$ cat src/rtl/silife_max7219_pkg.sv
// Shared constants for the MAX7219-compatible serial receiver.
package silife_max7219_pkg;

   localparam int unsigned WORD_W = 16;

   typedef enum logic [3:0] {
      NOOP         = 4'h0,
      DIGIT0       = 4'h1,
      DIGIT1       = 4'h2,
      DIGIT2       = 4'h3,
      DIGIT3       = 4'h4,
      DIGIT4       = 4'h5,
      DIGIT5       = 4'h6,
      DIGIT6       = 4'h7,
      DIGIT7       = 4'h8,
      DECODE       = 4'h9,
      INTENSITY    = 4'hA,
      SCAN_LIMIT   = 4'hB,
      SHUTDOWN     = 4'hC,
      DISPLAY_TEST = 4'hF
   } reg_addr_e;

endpackage

$ cat src/rtl/silife_sync.sv
// Multi-flop synchroniser with a configurable idle (reset) level.
module silife_sync #(
   parameter int unsigned STAGES = 2,
   parameter logic        IDLE   = 1'b0
) (
   input  logic clk,
   input  logic reset,
   input  logic d,
   output logic q
);

   logic [STAGES-1:0] ff;

   always_ff @(posedge clk) begin
      if (reset) ff <= {STAGES{IDLE}};
      else       ff <= {ff[STAGES-2:0], d};
   end

   assign q = ff[STAGES-1];

endmodule

$ cat src/rtl/silife_max7219_rx.sv
// MAX7219 serial-protocol receiver: synchronises CS/SCK/MOSI, shifts 16-bit
// words and applies them to a register file mirroring the display driver.
module silife_max7219_rx
   import silife_max7219_pkg::*;
#(
   parameter int unsigned SYNC_STAGES = 2
) (
   input  logic       clk,
   input  logic       reset,
   input  logic       i_cs,
   input  logic       i_sck,
   input  logic       i_mosi,
   output logic       o_dout,
   input  logic [2:0] i_row_select,
   output logic [7:0] o_row_data,
   output logic [7:0] o_decode_mode,
   output logic [3:0] o_intensity,
   output logic [2:0] o_scan_limit,
   output logic       o_shutdown,
   output logic       o_display_test,
   output logic       o_word_valid,
   output logic [3:0] o_addr,
   output logic [7:0] o_data,
   output logic       o_frame_error
);

   logic              cs_s, sck_s, mosi_s;
   logic              cs_d, sck_d;
   logic [WORD_W-1:0] shreg;
   logic [3:0]        bit_cnt;
   logic              seen16;
   logic [1:0]        settle;
   logic              armed;
   logic              latch_pend, err_pend;
   logic [7:0]        rows [8];
   logic              cs_rise, cs_fall, sck_rise, frame_ok;

   silife_sync #(.STAGES(SYNC_STAGES), .IDLE(1'b1)) u_sync_cs (
      .clk(clk), .reset(reset), .d(i_cs), .q(cs_s));
   silife_sync #(.STAGES(SYNC_STAGES), .IDLE(1'b0)) u_sync_sck (
      .clk(clk), .reset(reset), .d(i_sck), .q(sck_s));
   silife_sync #(.STAGES(SYNC_STAGES), .IDLE(1'b0)) u_sync_mosi (
      .clk(clk), .reset(reset), .d(i_mosi), .q(mosi_s));

   // Edges only count once the synchronisers hold real pin values and CS has
   // been seen high, so a frame already running at reset release is skipped.
   always_comb begin
      cs_rise  = armed & cs_s & ~cs_d;
      cs_fall  = armed & ~cs_s & cs_d;
      sck_rise = armed & ~cs_s & sck_s & ~sck_d;
      frame_ok = seen16 & (bit_cnt == 4'd0);
   end

   always_ff @(posedge clk) begin
      if (reset) begin
         cs_d           <= 1'b1;
         sck_d          <= 1'b0;
         shreg          <= '0;
         bit_cnt        <= '0;
         seen16         <= 1'b0;
         settle         <= '0;
         armed          <= 1'b0;
         latch_pend     <= 1'b0;
         err_pend       <= 1'b0;
         o_word_valid   <= 1'b0;
         o_frame_error  <= 1'b0;
         o_addr         <= '0;
         o_data         <= '0;
         o_decode_mode  <= '0;
         o_intensity    <= '0;
         o_scan_limit   <= '0;
         o_shutdown     <= 1'b1;
         o_display_test <= 1'b0;
         for (int unsigned i = 0; i < 8; i++) rows[i] <= '0;
      end else begin
         cs_d          <= cs_s;
         sck_d         <= sck_s;
         latch_pend    <= cs_rise & frame_ok;
         err_pend      <= cs_rise & ~frame_ok;
         o_word_valid  <= latch_pend;
         o_frame_error <= err_pend;

         if (settle != 2'(SYNC_STAGES)) settle <= settle + 2'd1;
         else if (cs_s)                 armed  <= 1'b1;

         if (cs_fall) begin
            bit_cnt <= '0;
            seen16  <= 1'b0;
         end else if (sck_rise) begin
            shreg   <= {shreg[WORD_W-2:0], mosi_s};
            bit_cnt <= bit_cnt + 4'd1;
            if (bit_cnt == 4'hF) seen16 <= 1'b1;
         end

         // CS is high while the word is pending, so shreg is stable here.
         if (latch_pend) begin
            o_addr <= shreg[11:8];
            o_data <= shreg[7:0];
            case (shreg[11:8])
               DIGIT0, DIGIT1, DIGIT2, DIGIT3,
               DIGIT4, DIGIT5, DIGIT6, DIGIT7:
                  rows[3'(shreg[11:8] - 4'd1)] <= shreg[7:0];
               DECODE:       o_decode_mode  <= shreg[7:0];
               INTENSITY:    o_intensity    <= shreg[3:0];
               SCAN_LIMIT:   o_scan_limit   <= shreg[2:0];
               SHUTDOWN:     o_shutdown     <= ~shreg[0];
               DISPLAY_TEST: o_display_test <= shreg[0];
               default: ;
            endcase
         end
      end
   end

   assign o_dout     = shreg[WORD_W-1];
   assign o_row_data = rows[i_row_select];

endmodule

$ cat config.mk
export PLATFORM = sky130hd
export DESIGN_NAME = silife_max7219_rx
export DESIGN_NICKNAME = d
export VERILOG_FILES = /design/src/rtl/silife_max7219_pkg.sv /design/src/rtl/silife_sync.sv /design/src/rtl/silife_max7219_rx.sv
export SDC_FILE = /design/constraint.sdc
export NUM_CORES = 1
export LEC_CHECK = 0
export ABC_AREA = 0
export BUFFER_PORTS_ARGS = -buffer_cell sky130_fd_sc_hd__buf_2
export CAP_MARGIN = 20
export CORE_MARGIN = 8
export CORE_UTILIZATION = 25
export CTS_CLUSTER_SIZE = 8
export DETAILED_ROUTE_END_ITERATION = 6
export SYNTH_ARGS = -nofsm -noshare
export SYNTH_HDL_FRONTEND = slang
export SYNTH_HIERARCHICAL = 1
export SYNTH_SLANG_ARGS = --single-unit
$ cat constraint.sdc
create_clock -name clk -period 3.3 [get_ports clk]
set_input_delay 0.33 -clock clk [delete_from_list [all_inputs] [get_ports clk]]
set_output_delay 0.33 -clock clk [all_outputs]
set_load 0.01 [all_outputs]
==> summary.log <==
qor: drt.wl 13920 um
qor: floorplanning.fp.dieArea 0.02738 mm^2
qor: finish.post-route-util 30.30%
qor: timing.tightest_slew 0.8260 ns
qor: timing.timing_hold_violations_final 0
qor: logic_synthesis.number_of_flops_mapped_to_enable_cells_by_yosys 64
qor: grt.global_route.overflow_total 0
qor: setup_path.worstReg2RegEnd rows[6][4]$_SDFFCE_PN0P_
qor: logic_synthesis.synth_area_leader_cell sky130_fd_sc_hd__edfxtp_1
qor: logic_synthesis.postSynthNetCount 497
qor: clocking.clock_path_buffers 2
qor: floorplanning.vert_die_dim 165.5 um
qor: setup_path.critPathMaxStageDelay 0.70 ns
qor: clocking.post_cts_resized 0
qor: setup_path.cp.buffers_inverters 1
qor: power.p_leak 2.323 nW
qor: run_status.outcome finished, final reports clean
qor: clocking.clk_transition_reported_paths 0.06 ns
qor: finish.multiInputGateArea 0.002146 mm^2
qor: timing.timing.final.crit_share 76.62%
qor: clocking.clock_tree.htree_level_count 4
qor: timing.finalCriticalPeriod 2.528 ns
qor: logic_synthesis.post_synth_most_frequent_cells sky130_fd_sc_hd__dfxtp_1, sky130_fd_sc_hd__edfxtp_1, sky130_fd_sc_hd__nand2_1, sky130_fd_sc_hd__a21oi_1, sky130_fd_sc_hd__nor3_1
qor: clocking.tritoncts.num_buffers 17
qor: drt.antenna_violating_nets_left 0
qor: floorplanning.fp.coreArea 0.02189 mm^2
qor: placed_design.port_buffer_count 47
qor: timing.unrepaired_setup_endpoints_after_global_routing false
qor: setup_path.worst_ep_required_time 3.34 ns
qor: logic_synthesis.synth.top_cell.area_share 34.42%
qor: clocking.tritoncts_clock_tree done
qor: timing.final_critical_path_setup_slack 0.7717 ns
qor: logic_synthesis.synth_most_common_cell sky130_fd_sc_hd__dfxtp_1
qor: timing.max-slew-margin-rel 44.62%
qor: setup_path.cp.depth 5
qor: finish.seqCellArea 0.003223 mm^2
qor: finish.post_route_cells_drive_above_1_share 23.35%
qor: setup_path.startpoint_type flip-flop
qor: setup_path.rrSetupSlack 0.77 ns
qor: drt.route.detailed.vias_per_inst 4.774
qor: timing.setup_viol_count_final 0
qor: grt.grt_pass1_vias 3816
qor: logic_synthesis.synth_flop_cell sky130_fd_sc_hd__dfxtp_1
qor: worst_hold_path.worst_hold_depth 2
qor: grt.groute.usage.overall 10.46%
qor: finish.syn2layout_area_growth 18.80%
qor: power.vdd.ir_drop.worst 300.4 uV
qor: finish.num_antenna_cells 0
qor: job.drv.max_cap_violation_count 0
qor: logic_synthesis.syn-instance-count 482
qor: grt.maximum_number_of_pins_on_one_net_before_global_route_repair 61
qor: drt.detail_route.iter0.violations 310
qor: setup_path.worst_reg_to_reg_path_cell_count 5
qor: clocking.worst_skew_pair.late_latency 0.41 ns
qor: drt.route.detailed.drc 0
qor: clocking.number_of_buffers_inserted_by_post_cts_setup_repair 0
qor: floorplanning.die_x 165.5 um
qor: drt.post_drt_wl_per_cell 17.17 um
qor: grt.grt_pass1_wl 21880 um
qor: logic_synthesis.synth_area 0.005584 mm^2
qor: grt.number_of_antenna_violations_at_the_first_check_in_global_routing 0
qor: logic_synthesis.seq_area_frac_synth 57.72%
qor: worst_hold_path.min_from i_cs
qor: clocking.cts_hold_repair.buffers 0
qor: setup_path.worst-endpoint-arrival 2.57 ns
qor: logic_synthesis.synth_area_per_cell 11.59 um^2
qor: logic_synthesis.post_synthesis_sequential_element_count 129
qor: timing.slew_viol_final 0
qor: timing.max_freq 0.3955 GHz
qor: worst_hold_path.holdCritPathClass in2reg
qor: logic_synthesis.asyncSetResetFlopFracSynth 0%
qor: setup_path.critPathKind reg2reg
qor: setup_path.timing.critical_path.to rows[6][4]$_SDFFCE_PN0P_
qor: finish.num-nets-final 533
qor: power.power.density 550.9 mW/mm^2
qor: timing.clk_skew 0.008579 ns
qor: logic_synthesis.ys_types 50
qor: floorplanning.initial_core_util 25.51%
qor: floorplanning.rows 54
qor: setup_path.cp-end-kind flip-flop
qor: finish.fillerInstances 2253
qor: drt.vias 3872
qor: setup_path.regToRegStartpoint shreg[9]$_SDFFE_PP0P_
qor: setup_path.cp_cell_sequence inv_1 > ha_1 > or3b_4 > o22a_1 > o31ai_2
qor: clocking.cts.root.buffer_cell sky130_fd_sc_hd__clkbuf_16
qor: placed_design.post-dp-hpwl 9402 um
qor: setup_path.path_delay_family compound AO/OA/AOI/OAI gates
qor: logic_synthesis.synthesis.yosys.warnings 6
qor: setup_path.setup.worst_path.start shreg[9]$_SDFFE_PP0P_
qor: setup_path.largest_fanout_on_the_critical_path 8
qor: timing.totalNegativeSetupSlack 0 ns
qor: drt.drt-pass1-iter-count 5
qor: placed_design.dp_worst_setup_slack 0.8032 ns
qor: clocking.cts_sinks 129
qor: placed_design.gp_congestion 0.7853
qor: setup_path.cp_slowest_cell sky130_fd_sc_hd__o31ai_2
qor: floorplanning.io_pins 48
qor: logic_synthesis.synth.area.top_cells sky130_fd_sc_hd__edfxtp_1, sky130_fd_sc_hd__dfxtp_1, sky130_fd_sc_hd__mux4_2, sky130_fd_sc_hd__a21oi_1, sky130_fd_sc_hd__nand2_1
where the power goes:
group	switching, mW	internal (mW)
Clock	0.669	1.06
Combinational	0.0973	0.0765
Sequential	0.0235	1.72
Total	0.790	2.86
metal layers:
metal | track usage [%] | up-vias | wire length [um]
met1 | 13.49 | 1919 | 6513
met5 | 0 | - | 0
met3 | 2.752 | 14 | 628
li1 | - | 1847 | -
met4 | 3.896 | 0 | 177
met2 | 16.54 | 92 | 6601
state kept, by name, summed over array words and instances, names as in the netlist, 2 cells and up:
name and flops:
rows 64, o_scan_limit 3, u_sync_cs/ff 2, shreg 16
o_decode_mode 8, settle 2, o_data 8, bit_cnt 4
u_sync_sck/ff 2, u_sync_mosi/ff 2, o_addr 4, o_intensity 4
logic make-up after synthesis:
| family | Yosys count | synth area share, % |
|---|---|---|
| flip-flops | 129 | 57.72 |
| multiplexers | 35 | 10.04 |
| adder cells (fa/ha/maj) | 7 | 1.568 |
| AO/OA/AOI/OAI | 73 | 8.089 |
| buffers and inverters | 52 | 3.966 |
| AND/OR/NAND/NOR | 185 | 18.46 |
| XOR/XNOR | 1 | 0.1569 |
layout by cell type, fill, tap and decap left out, types with 7 or more instances in the layout:
master,n
sky130_fd_sc_hd__clkbuf_16,19
sky130_fd_sc_hd__nor3_1,29
sky130_fd_sc_hd__buf_2,47
sky130_fd_sc_hd__dfxtp_1,65
sky130_fd_sc_hd__ha_1,7
sky130_fd_sc_hd__buf_4,12
sky130_fd_sc_hd__edfxtp_1,64
sky130_fd_sc_hd__inv_1,9
sky130_fd_sc_hd__nor4_1,21
sky130_fd_sc_hd__mux4_2,16
sky130_fd_sc_hd__and2_1,12
sky130_fd_sc_hd__nor2_1,18
sky130_fd_sc_hd__a21oi_1,39
sky130_fd_sc_hd__nand2b_1,10
sky130_fd_sc_hd__mux2_2,8
sky130_fd_sc_hd__o21ai_0,19
sky130_fd_sc_hd__nor2b_1,9
sky130_fd_sc_hd__nand3_1,20
sky130_fd_sc_hd__mux2i_1,11
sky130_fd_sc_hd__nand2_1,43
how the worst min path moves through the flow:
stage / slack [ns] / to
after floorplan: 0.38 / u_sync_cs/ff[1]$_SDFF_PP1_
after global placement: 0.39 / u_sync_cs/ff[1]$_SDFF_PP1_
after detailed placement: 0.40 / u_sync_cs/ff[1]$_SDFF_PP1_
after CTS: 0.08 / u_sync_cs/ff[0]$_SDFF_PP1_
after global routing: 0.1 / u_sync_cs/ff[0]$_SDFF_PP1_
final: 0.1 / u_sync_cs/ff[0]$_SDFF_PP1_
through the flow:
| step | cell area (um^2) | hold slack [ns] | instances | power (mW) |
|---|---|---|---|---|
| final | 6634 | 0.09763 | 811 | 3.654 |
| after global routing | 6634 | 0.09796 | 811 | 3.777 |
| after CTS | 6634 | 0.08239 | 811 | 3.685 |
| after detailed placement | 6082 | 0.3968 | 779 | 1.959 |
| after global placement | 6082 | 0.3949 | 779 | 1.954 |
| after floorplan | 5584 | 0.3832 | 482 | 1.899 |
layout make-up:
type                       instances  share of cell area, %
sequential                       129                  48.59
multi-input combinational        301                  32.35
clock buffer                      24                  7.563
tap                              280                  5.281
timing repair buffer              59                  4.904
clock inverter                     8                 0.7544
inverter                          10                 0.5658
No activity file was read; power rests on OpenSTA's default activity.
